`src/rtl/mod_exp_if.sv`:
```
// Request/response and modulo-table signals of the mod_exp engine.
// slave = engine side, master = requester + table side.
interface mod_exp_if #(
  parameter int N_WIDTH   = 6,
  parameter int NUM_WIDTH = 12,
  parameter int EXP_WIDTH = 6
);
  // Handshake: start is sampled only while busy=0; busy rises on the accepting
  // edge and falls on the edge that raises done for exactly one cycle. result
  // is valid from that edge and holds until the next done. The table has no
  // handshake: lut_rem answers lut_num/lut_n one clock later.
  logic                 start;
  logic [N_WIDTH-1:0]   base;
  logic [EXP_WIDTH-1:0] exp;
  logic [N_WIDTH-1:0]   n;
  logic                 busy;
  logic                 done;
  logic [N_WIDTH-1:0]   result;
  logic [NUM_WIDTH-1:0] lut_num;
  logic [N_WIDTH-1:0]   lut_n;
  logic [N_WIDTH-1:0]   lut_rem;
  logic [3:0]           dbg_state;

  modport slave (
    input  start, base, exp, n, lut_rem,
    output busy, done, result, lut_num, lut_n, dbg_state
  );

  modport master (
    output start, base, exp, n, lut_rem,
    input  busy, done, result, lut_num, lut_n, dbg_state
  );
endinterface

```
`src/rtl/mod_exp.sv`:
```
// Left-to-right square-and-multiply modular exponentiation; every reduction
// is delegated to an external registered num % N lookup table.
module mod_exp #(
  parameter int N_WIDTH   = 6,
  parameter int NUM_WIDTH = 12,
  parameter int EXP_WIDTH = 6
) (
  input  logic       clk,
  input  logic       rst,
  mod_exp_if.slave   bus
);
  localparam int BW = (EXP_WIDTH > 1) ? $clog2(EXP_WIDTH) : 1;

  typedef enum logic [3:0] {
    IDLE, RB_ISS, RB_CAP, SQ_ISS, SQ_CAP, MU_ISS, MU_CAP, FN_ISS, FN_CAP
  } state_t;

  state_t               state_q, state_d;
  logic [N_WIDTH-1:0]   base_q, base_d;
  logic [N_WIDTH-1:0]   n_q, n_d;
  logic [N_WIDTH-1:0]   acc_q, acc_d;
  logic [N_WIDTH-1:0]   result_q, result_d;
  logic [EXP_WIDTH-1:0] exp_q, exp_d;
  logic [BW-1:0]        bit_q, bit_d;
  logic                 busy_q, busy_d;
  logic                 done_q, done_d;
  logic [NUM_WIDTH-1:0] acc_x, base_x, num_c;

  assign acc_x  = NUM_WIDTH'(acc_q);
  assign base_x = NUM_WIDTH'(base_q);

  always_ff @(posedge clk or posedge rst) begin
    if (rst) begin
      state_q  <= IDLE;
      base_q   <= '0;
      n_q      <= '0;
      acc_q    <= '0;
      result_q <= '0;
      exp_q    <= '0;
      bit_q    <= '0;
      busy_q   <= 1'b0;
      done_q   <= 1'b0;
    end else begin
      state_q  <= state_d;
      base_q   <= base_d;
      n_q      <= n_d;
      acc_q    <= acc_d;
      result_q <= result_d;
      exp_q    <= exp_d;
      bit_q    <= bit_d;
      busy_q   <= busy_d;
      done_q   <= done_d;
    end
  end

  always_comb begin
    state_d  = state_q;
    base_d   = base_q;
    n_d      = n_q;
    acc_d    = acc_q;
    result_d = result_q;
    exp_d    = exp_q;
    bit_d    = bit_q;
    busy_d   = busy_q;
    done_d   = 1'b0;
    num_c    = '0;
    case (state_q)
      IDLE: begin
        if (bus.start) begin
          base_d  = bus.base;
          exp_d   = bus.exp;
          n_d     = bus.n;
          acc_d   = N_WIDTH'(1);
          bit_d   = BW'(EXP_WIDTH - 1);
          busy_d  = 1'b1;
          state_d = RB_ISS;
        end
      end
      // The base may be >= n, so it is reduced once before the first multiply.
      RB_ISS: begin
        num_c   = base_x;
        state_d = RB_CAP;
      end
      RB_CAP: begin
        base_d  = bus.lut_rem;
        state_d = SQ_ISS;
      end
      SQ_ISS: begin
        num_c   = acc_x * acc_x;
        state_d = SQ_CAP;
      end
      SQ_CAP: begin
        acc_d   = bus.lut_rem;
        state_d = MU_ISS;
      end
      // Multiply is issued for every bit so timing is data-independent.
      MU_ISS: begin
        num_c   = acc_x * base_x;
        state_d = MU_CAP;
      end
      MU_CAP: begin
        if (exp_q[bit_q]) acc_d = bus.lut_rem;
        if (bit_q == '0) begin
          state_d = FN_ISS;
        end else begin
          bit_d   = bit_q - BW'(1);
          state_d = SQ_ISS;
        end
      end
      // Final reduction makes exp=0 and n<=1 come out right without special cases.
      FN_ISS: begin
        num_c   = acc_x;
        state_d = FN_CAP;
      end
      FN_CAP: begin
        result_d = bus.lut_rem;
        done_d   = 1'b1;
        busy_d   = 1'b0;
        state_d  = IDLE;
      end
      default: state_d = IDLE;
    endcase
  end

  assign bus.lut_num   = num_c;
  assign bus.lut_n     = n_q;
  assign bus.busy      = busy_q;
  assign bus.done      = done_q;
  assign bus.result    = result_q;
  assign bus.dbg_state = state_q;
endmodule
```
`src/flat_wrapper.sv`:
```
// flat-port wrapper written by rule: the top's interface ports become plain ports
module mod_exp_flat 
#(
  parameter int N_WIDTH   = 6,
  parameter int NUM_WIDTH = 12,
  parameter int EXP_WIDTH = 6
)
  (clk, rst, bus_start, bus_base, bus_exp, bus_n, bus_lut_rem, bus_busy, bus_done, bus_result, bus_lut_num, bus_lut_n, bus_dbg_state);
  mod_exp_if #(.N_WIDTH(N_WIDTH), .NUM_WIDTH(NUM_WIDTH), .EXP_WIDTH(EXP_WIDTH)) bus_i ();
  input  logic clk;
  input  logic rst;
  input wire logic [$bits(bus_i.start)-1:0] bus_start;
  input wire logic [$bits(bus_i.base)-1:0] bus_base;
  input wire logic [$bits(bus_i.exp)-1:0] bus_exp;
  input wire logic [$bits(bus_i.n)-1:0] bus_n;
  input wire logic [$bits(bus_i.lut_rem)-1:0] bus_lut_rem;
  output wire logic [$bits(bus_i.busy)-1:0] bus_busy;
  output wire logic [$bits(bus_i.done)-1:0] bus_done;
  output wire logic [$bits(bus_i.result)-1:0] bus_result;
  output wire logic [$bits(bus_i.lut_num)-1:0] bus_lut_num;
  output wire logic [$bits(bus_i.lut_n)-1:0] bus_lut_n;
  output wire logic [$bits(bus_i.dbg_state)-1:0] bus_dbg_state;
  assign bus_i.start = bus_start;
  assign bus_i.base = bus_base;
  assign bus_i.exp = bus_exp;
  assign bus_i.n = bus_n;
  assign bus_i.lut_rem = bus_lut_rem;
  assign bus_busy = bus_i.busy;
  assign bus_done = bus_i.done;
  assign bus_result = bus_i.result;
  assign bus_lut_num = bus_i.lut_num;
  assign bus_lut_n = bus_i.lut_n;
  assign bus_dbg_state = bus_i.dbg_state;
  mod_exp #(.N_WIDTH(N_WIDTH), .NUM_WIDTH(NUM_WIDTH), .EXP_WIDTH(EXP_WIDTH)) u_core (.clk(clk), .rst(rst), .bus(bus_i));
endmodule
```
`config.mk`:
```
export PLATFORM = sky130hd
export DESIGN_NAME = mod_exp_flat
export DESIGN_NICKNAME = d
export VERILOG_FILES = /design/src/rtl/mod_exp_if.sv /design/src/rtl/mod_exp.sv /design/src/flat_wrapper.sv
export SDC_FILE = /design/constraint.sdc
export NUM_CORES = 1
export LEC_CHECK = 0
export BUFFER_PORTS_ARGS = -buffer_cell sky130_fd_sc_hd__buf_4
export CAP_MARGIN = 30
export CORE_MARGIN = 5
export CORE_UTILIZATION = 56
export DETAILED_ROUTE_END_ITERATION = 12
export PLACE_DENSITY = 0.78
export SYNTH_ARGS = -nofsm -noshare
export SYNTH_HDL_FRONTEND = slang
export SYNTH_SLANG_ARGS = --single-unit
```
`constraint.sdc`:
```
create_clock -name clk -period 12.03 [get_ports clk]
set_input_delay 3.609 -clock clk [delete_from_list [all_inputs] [get_ports clk]]
set_output_delay 3.609 -clock clk [all_outputs]
set_load 0.005 [all_outputs]
```
==> impl_results.md, run 1 <==
* Most common cell after layout, fill and taps aside: nand2_1
* CTS tree: built
* Startpoint types: flip-flop
* First-pass GRT wire length at 15,000 µm
* Drt wl/cell at 15.8 µm
* Die Ht at 91.8 µm
* Leakage at 2.22 nW
* Num Clock Sinks at 39
* Total number of vias at 3,077
* Clock latency on the worst-skew pair at 0.31 ns
* CTS resizes at 0
* Nets at 562
* Post-route DRC at 0
* Worst setup margin at 4.10 ns
* Mapped Area at 3750 µm²
* Total CTS buffers at 5
* Fin Hold WS at 0.477 ns
* Worst-path fanout max at 15
* WS Path Type: flip-flop to primary output
* I/O pin cnt at 57
* Seq/Total Area, Yosys at 26.1%
* Final hold violation count at 0
* Asr flop ratio synth at 100%
* Layout Skew at 0.00834 ns
* Final TNS setup at 0 ns
* Reg power frac at 27.5%
* Total grt overflow at 0
* Post-synth EDFFs at 0
* RSZ-0062 raised after global routing: false
* Port Buffers at 56
* Register area at 976 µm²
* Fillers at 530
* Maxcap violations at 0
* Site row count at 29
* Total core area at 6420 µm²
* GPL Wtd Cong at 0.883
* Max Fclk at 0.126 GHz
* Outcome: finished, final reports clean
* Final setup viols at 0
* Final Cycle Share at 65.9%
* Chip Width at 91.8 µm
* H-Tree Depth at 2
* Most frequent cells in the layout: nand2_1 (77), buf_4 (59), inv_1 (56)
* Synth area leader: dfrtp_1
* Placed Cells at 545
* Clock Path Buffers at 2
* HPWL reported at the end of detailed placement at 7060 µm
* Syn_area_per_cell at 8.75 µm²
* Vias per inst at 5.56
* Total track usage at 22.0%
* Pre-CTS setup slack at 4.45 ns
* Internal Power at 528 µW
* Synth warn at 0
* Share of cells above drive strength 1 at 16.4%
* Area of the multi-input gates at 2460 µm²
* Top FF cell, synth: dfrtp_1
* Post-Synthesis Cells at 428
* Sw power at 486 µW
* TritonRoute pass-1 iters at 4
* Synthesized Nets at 515
* Worst slew pin tran at 0.724 ns
* Antenna Cells at 0
* CP Capture Type: primary output
* Hold_buf cts at 0
* Top-area cell type share of the netlist area at 26.1%
* Total power at 1.01 mW
* Initial core utilization at 58.3%
* Slew Limit Fails at 0
* Initial antenna violation count at 0
* Max VDD drop at 0.000119 V
* DRT iter0 DRCs at 257
* Post-synth cell types at 51
* Root buf cell: clkbuf_8
* Synthesized flop and latch total at 39
* CTS clk-pin slew, worst paths at 0.09 ns
* HP Class: flip-flop to flip-flop
* WL final at 8730 µm
* Die footprint at 8430 µm²
* Top cells by area, synth: dfrtp_1 (26%), fa_1 (13%), ha_1 (12%), nand2_1 (7.7%), inv_1 (5.6%)
* Max-Slew Margin vs Limit at 51.3%
* Clock power frac at 9.7%
* PD cells at 236 nW/µm²
* Final non-filler cell total at 553
* CP Data Required Time at 8.42 ns
* Vias in the first global route at 3,084
* Arrival @ worst endpoint at 4.32 ns
* DRT antenna net count at 0
* Gate power share at 62.8%
* Sw Ratio at 47.9%
* Largest net degree at the start of global routing at 40
* Post-CTS setup buffer count at 0
* Area Overhead vs Synth at 14.6%
* Fin crit period at 7.93 ns
## final cells by class
class | instances | area share (%)
well taps | 77 | 2.24
flip-flops and latches | 39 | 22.7
inverters | 58 | 5.07
clock inverters | 2 | 0.379
clock buffers | 6 | 1.92
multi-input cells | 312 | 57.3
repair buffers | 59 | 10.3
## per-stage QoR
step	util (%)	cell area (µm²)
global route	66.9	4290
finish	66.9	4290
global placement	65.3	4200
floorplan	-	3750
detailed placement	65.3	4200
CTS	66.9	4290
## Yosys cell counts, types with 3 or more instances
master / instances
a211oi_1: 5
a21o_1: 3
a21oi_1: 12
a22oi_1: 4
a31oi_1: 4
and2_1: 31
buf_2: 3
clkbuf_1: 14
dfrtp_1: 39
fa_1: 25
ha_1: 35
inv_1: 56
mux2_1: 6
mux2i_1: 15
nand2_1: 77
nand3_1: 5
nor2_1: 15
nor2b_1: 3
nor3_1: 10
o21ai_0: 5
o21ai_1: 10
o22ai_1: 3
xnor2_1: 9
xor2_1: 4
## worst max-delay path: stages, from the launching register on
cell      delay, ns
dfrtp_1        0.53
and2_1         0.25
fa_1           0.51
inv_1          0.07
fa_1           0.51
fa_1           0.54
inv_1          0.04
ha_1           0.36
a211oi_1       0.37
o21bai_1       0.12
a21oi_1        0.18
xnor2_1        0.09
a211o_1        0.30
buf_4          0.13
## worst paths after layout
path | startpoint | depth (start not counted) | slack (ns) | end
worst min-delay path | u_core.exp_q[5] | 2 | 0.48 | u_core.exp_q[5]
worst max-delay path | u_core.acc_q[4] | 13 | 4.10 | bus_lut_num[9]
max in group asynchronous | rst | 3 | 8.27 | u_core.bus.dbg_state[1]
worst min register to register | u_core.exp_q[5] | 2 | 0.48 | u_core.exp_q[5]
worst max register to register | u_core.bus.dbg_state[3] | 6 | 9.96 | u_core.bit_q[0]
min in group asynchronous | rst | 3 | 3.41 | u_core.bus.result[3]
## metal layers
layer  up-vias  part of all wire (%)  GRT usage, %
met5         -                     0             0
met4         0                   1.9          6.19
met3        18                   7.4          6.46
met2       106                    46          33.8
met1      1457                    45          30.5
li1       1496                     -             -
## power by group through the flow
stage | combinational, mW | clock (mW) | sequential (mW)
floorplan | 0.481 | 0 | 0.231
global placement | 0.615 | 0 | 0.275
global route | 0.722 | 0.106 | 0.293
finish | 0.637 | 0.0979 | 0.279
CTS | 0.640 | 0.100 | 0.277
detailed placement | 0.634 | 0 | 0.278
## state kept, by name (all words and copies together) (netlist names)
register	flops
u_core.acc_q	6
u_core.base_q	6
u_core.bit_q	3
u_core.bus.busy	1
u_core.bus.dbg_state	4
u_core.bus.done	1
u_core.bus.lut_n	6
u_core.bus.result	6
u_core.exp_q	6
## cells by family (layout without fill, tap and decap cells)
kind of cell / Yosys count / after routing / share of synthesized area (%)
simple gates: 156 / 156 / 20.0
buf+inv: 77 / 125 / 8.22
fa+ha+maj: 60 / 60 / 25.1
compound gates: 60 / 60 / 10.9
flops: 39 / 39 / 26.1
mux: 23 / 23 / 6.81
xor+xnor: 13 / 13 / 3.04
(Power assumes the default switching activity.)
==> inputs of run 2 (changes only) <==
- CORE_UTILIZATION: 56 -> 53
- PLACE_DENSITY: 0.78 -> 0.77
- clock period: 12.03 -> 6.8 ns (I/O delays scaled with it)
==> run 2 against run 1 <==
Core utilization shrank 3.6 points; final area grew 0.70%; worst hold slack is essentially flat; global-route usage shrank 1.0 points; first-iteration DRC count shrank 16%; largest cell class unchanged; largest power group unchanged; highest routed layer unchanged.
==> impl_results.md, run 2 (synthesized netlist as in run 1, its figures left out) <==
* Outcome: finished, final reports clean
* GPL Wtd Cong at 0.878
* Reg power frac at 27.7%
* Site row count at 30
* Post-route DRC at 0
* Worst setup endpoint: bus_lut_num[9]
* Top delay family on crit path: adder cells
* Max Fclk at 0.157 GHz
* Final TNS setup at 0 ns
* HP Class: flip-flop to flip-flop
* Leakage at 2.23 nW
* Worst slew pin tran at 0.986 ns
* Final Util at 63.3%
* Layout Skew at 0.00617 ns
* Max stage delay on crit path at 0.55 ns
* First-pass GRT wire length at 14,800 µm
* Max-Slew Margin vs Limit at 34.1%
* Area of the multi-input gates at 2460 µm²
* Critical path depth at 13
* Sw power at 855 µW
* Initial antenna violation count at 0
* Fin crit period at 6.36 ns
* Sw Ratio at 47.3%
* Maxcap violations at 0
* Final setup viols at 0
* Worst-path fanout max at 15
* Root buf cell: clkbuf_8
* Crit path max-delay cell type: dfrtp_1
* Buffer and inverter count on the worst path at 3
* Critical Path, Cell by Cell: and2_1 -> fa_1 -> inv_1 -> fa_1 -> fa_1 -> inv_1 -> ha_1 -> a211oi_1 -> o21bai_1 -> a21oi_1 -> xnor2_1 -> a211o_1 -> buf_4
* Fillers at 586
* Most common cell on crit path: fa_1
* DRT iter0 DRCs at 215
* Port Buffers at 56
* CTS resizes at 0
* Vias per inst at 5.33
* Internal Power at 955 µW
* HPWL reported at the end of detailed placement at 6970 µm
* H-Tree Depth at 2
* Register-to-Register Path Depth at 5
* Largest net degree at the start of global routing at 40
* RSZ-0062 raised after global routing: false
* RR Endpoint: u_core.bit_q[0]
* Most common cell after layout, fill and taps aside: nand2_1
* Vias in the first global route at 3,106
* Drt wl/cell at 15.2 µm
* DRT antenna net count at 0
* Startpoint types: flip-flop
* Crit. Startpoint: u_core.acc_q[4]
* Share of cells above drive strength 1 at 16.2%
* TritonRoute pass-1 iters at 4
* CTS tree: built
* Total grt overflow at 0
* Initial core utilization at 54.8%
* Gate power share at 61.5%
* CTS clk-pin slew, worst paths at 0.08 ns
* Reg2Reg Setup Slack at 4.50 ns
* Post-CTS setup buffer count at 0
* Total number of vias at 3,041
* Slew Limit Fails at 0
* Clock power frac at 10.8%
* Total core area at 6830 µm²
* Num Clock Sinks at 39
* Max VDD drop at 0.000255 V
* Die Ht at 94.1 µm
* Clock Path Buffers at 2
* Area Overhead vs Synth at 15.4%
* R2r startpoint: u_core.bus.dbg_state[3]
* Clock latency on the worst-skew pair at 0.29 ns
* Register area at 976 µm²
* Hold_buf cts at 0
* CP Capture Type: primary output
* Final hold violation count at 0
* WS Path Type: flip-flop to primary output
* Total track usage at 21.0%
* WL final at 8660 µm
* Final Cycle Share at 93.5%
* Most frequent cells in the layout: nand2_1 (77), buf_4 (58), inv_1 (56)
* Antenna Cells at 0
* I/O pin cnt at 57
* Chip Width at 94.1 µm
* CP Data Required Time at 4.76 ns
* PD cells at 419 nW/µm²
* Arrival @ worst endpoint at 4.32 ns
* Total power at 1.81 mW
* Total CTS buffers at 5
* Nets at 561
* Die footprint at 8850 µm²
==> run 2: final cells by class <==
cell class	instances	area share [%]
Sequential cell	39	22.6
Tap cell	96	2.78
Clock buffer	5	1.59
Timing Repair Buffer	58	10.1
Multi-Input combinational cell	312	56.9
Clock inverter	3	1.01
Inverter	58	5.03
==> run 2: worst register-to-register path, delay by kind of cell (launching register included) <==
kind,cells,cell delay [ns]
AND/OR/NAND/NOR,3,1.01
flip-flops,1,0.57
buffers and inverters,1,0.52
AO/OA/AOI/OAI,1,0.12
==> run 2: stage by stage <==
step | instances | worst slack [ns] | hold WS, ns | instance area (µm²)
after floorplan | 428 | 1.00 | 0.440 | 3750
after global placement | 563 | 0.855 | 0.457 | 4210
after detailed placement | 563 | 0.782 | 0.461 | 4210
after CTS | 571 | 0.437 | 0.481 | 4320
after global routing | 571 | 0.229 | 0.500 | 4320
final | 571 | 0.441 | 0.477 | 4320
==> run 2: worst min path at each step <==
stage,depth (start not counted),slack (ns),startpoint,end
CTS,2,0.48,u_core.exp_q[0],u_core.exp_q[0]
finish,2,0.48,u_core.exp_q[3],u_core.exp_q[3]
detailed placement,2,0.46,u_core.exp_q[3],u_core.exp_q[3]
global placement,2,0.46,u_core.exp_q[0],u_core.exp_q[0]
global route,2,0.50,u_core.exp_q[0],u_core.exp_q[0]
floorplan,2,0.44,u_core.exp_q[1],u_core.exp_q[1]
==> run 2: power groups by stage <==
stage	logic [mW]	clock network [mW]	registers (mW)
6_report	1.11	0.196	0.501
5_1_grt	1.26	0.211	0.518
4_1_cts	1.12	0.198	0.495
3_5_place_dp	1.11	0	0.498
3_3_place_gp	1.07	0	0.494
2_1_floorplan	0.851	0	0.409
==> run 2: routing by layer <==
layer | routed length (µm) | up-vias | track usage, % | part of all wire, %
met2 | 3970 | 93 | 32.9 | 46
met3 | 566 | 10 | 4.41 | 6.5
li1 | - | 1487 | - | -
met4 | 66 | 0 | 4.09 | 0.76
met1 | 4050 | 1451 | 30.2 | 47
met5 | 0 | - | 0 | 0
==> inputs of run 3 (changes only) <==
- CORE_MARGIN: 5 -> 3
==> run 3 against run 2 <==
Via count increased by 0.56%; worst hold slack better by 0.0018 ns; routed wire length up 0.85%; clock skew increased by 0.0049 ns; sequential share of layout area about the same; global-route usage increased by 1.4 points; combinational power barely moved; power up 0.61%; core utilization about the same; non-clock buffer count unchanged; largest power group unchanged.
==> impl_results.md, run 3 (synthesized netlist as in run 1, its figures left out) <==
* Outcome: finished, final reports clean
* Port Buffers at 56
* Startpoint types: flip-flop
* Area Overhead vs Synth at 15.4%
* Internal Power at 957 µW
* Leakage at 2.23 nW
* HP Start: u_core.exp_q[2]
* Placed Cells at 563
* GPL Wtd Cong at 0.911
* CTS resizes at 0
* Vias in the first global route at 3,130
* Vias per inst at 5.36
* Max-Slew Margin vs Limit at 32.2%
* Nets at 561
* PD cells at 421 nW/µm²
* DRT antenna net count at 0
* Max Fclk at 0.157 GHz
* H-Tree Depth at 2
* Largest net degree at the start of global routing at 40
* Reg power frac at 27.4%
* Sw power at 865 µW
* Post-CTS setup buffer count at 0
* DRT iter0 DRCs at 188
* Most common cell on crit path: fa_1
* Register-to-Register Path Depth at 5
* Fin crit period at 6.39 ns
* WL final at 8730 µm
* Fillers at 573
* Clock latency on the worst-skew pair at 0.30 ns
* R2r startpoint: u_core.bus.dbg_state[3]
* Hold_buf cts at 0
* Most frequent cells in the layout: nand2_1 (77), buf_4 (57), inv_1 (56)
* Critical Path, Cell by Cell: and2_1 -> fa_1 -> fa_1 -> inv_1 -> fa_1 -> inv_1 -> ha_1 -> o21a_1 -> o31a_1 -> or4b_1 -> a21oi_1 -> a211o_1 -> buf_4
* Final Cycle Share at 93.9%
* Final hold violation count at 0
* Total number of vias at 3,058
* Clock Path Buffers at 2
* Post-route DRC at 0
* Die footprint at 8110 µm²
* Chip Width at 90.1 µm
* Register area at 976 µm²
* Final TNS setup at 0 ns
* Crit path max-delay cell type: dfrtp_1
* Share of cells above drive strength 1 at 16.2%
* CTS clk-pin slew, worst paths at 0.08 ns
* RR Endpoint: u_core.bit_q[0]
* Maxcap violations at 0
* Layout Skew at 0.0111 ns
* HP Class: flip-flop to flip-flop
* Initial antenna violation count at 0
* Num Clock Sinks at 39
* RSZ-0062 raised after global routing: false
* Slew Limit Fails at 0
* Antenna Cells at 0
* Clock power frac at 10.8%
* Max stage delay on crit path at 0.64 ns
* Die Ht at 90.1 µm
* WHS Path Cells at 2
* Total CTS buffers at 5
* Most common cell after layout, fill and taps aside: nand2_1
* CP Data Required Time at 4.76 ns
* Gate power share at 61.8%
* TritonRoute pass-1 iters at 4
* Final setup viols at 0
* WS Path Type: flip-flop to primary output
* Max VDD drop at 0.000284 V
* Area of the multi-input gates at 2460 µm²
* Root buf cell: clkbuf_8
* Drt wl/cell at 15.3 µm
* Total core area at 6830 µm²
* First-pass GRT wire length at 14,800 µm
* Total grt overflow at 0
* Final non-filler cell total at 571
* Sw Ratio at 47.5%
* Worst-path fanout max at 14
* Fin Hold WS at 0.478 ns
* CTS tree: built
* HPWL reported at the end of detailed placement at 6920 µm
* Initial core utilization at 54.8%
* Total track usage at 22.4%
* Reg2Reg Setup Slack at 4.47 ns
* Arrival @ worst endpoint at 4.35 ns
* Worst slew pin tran at 1.01 ns
* I/O pin cnt at 57
* Site row count at 30
* Worst hold path endpoint: u_core.exp_q[2]
* CP Capture Type: primary output
## run 3: metal layers
| layer | track usage, % | vias to the layer above | routed length [µm] |
|---|---|---|---|
| li1 | - | 1487 | - |
| met1 | 30.2 | 1467 | 3940 |
| met2 | 35.9 | 84 | 4100 |
| met3 | 5.10 | 20 | 499 |
| met4 | 7.40 | 0 | 187 |
| met5 | 0 | - | 0 |
## run 3: how the worst max path moves through the flow
stage,start,end,depth (start not counted)
4_1_cts,u_core.acc_q[2],bus_lut_num[9],13
3_5_place_dp,u_core.acc_q[2],bus_lut_num[9],13
6_report,u_core.acc_q[2],bus_lut_num[9],13
3_3_place_gp,u_core.acc_q[4],bus_lut_num[9],13
2_1_floorplan,u_core.acc_q[3],bus_lut_num[9],13
5_1_grt,u_core.acc_q[4],bus_lut_num[11],13
## run 3: power groups by stage
stage                     sequential (mW)  clock (mW)  combinational [mW]
final                               0.500       0.196                1.13
after global routing                0.517       0.209                1.26
after CTS                           0.495       0.197                1.13
after detailed placement            0.499           0                1.12
after global placement              0.490           0                1.07
after floorplan                     0.409           0               0.851
## run 3: final cells by class
cell class	count	area share, %
sequential	39	22.6
tap	96	2.78
clock inverter	3	1.01
timing repair buffer	58	10.0
inverter	58	5.04
multi-input combinational	312	57.0
clock buffer	5	1.59
## run 3: worst max-delay path: cells and delay by family, from the launching register on
| kind | cells | cell delay, ns |
|---|---|---|
| fa+ha+maj | 4 | 1.88 |
| simple gates | 2 | 0.71 |
| flops | 1 | 0.64 |
| compound gates | 4 | 0.62 |
| buf+inv | 3 | 0.20 |
## run 3: through the flow
step | worst slack [ns] | power (mW) | utilization [%] | instance area [µm²]
2_1_floorplan | 1.00 | 1.26 | - | 3750
3_3_place_gp | 0.846 | 1.56 | 61.5 | 4200
3_5_place_dp | 0.792 | 1.61 | 61.6 | 4210
4_1_cts | 0.427 | 1.82 | 63.3 | 4320
5_1_grt | 0.218 | 1.99 | 63.3 | 4320
6_report | 0.414 | 1.82 | 63.3 | 4320
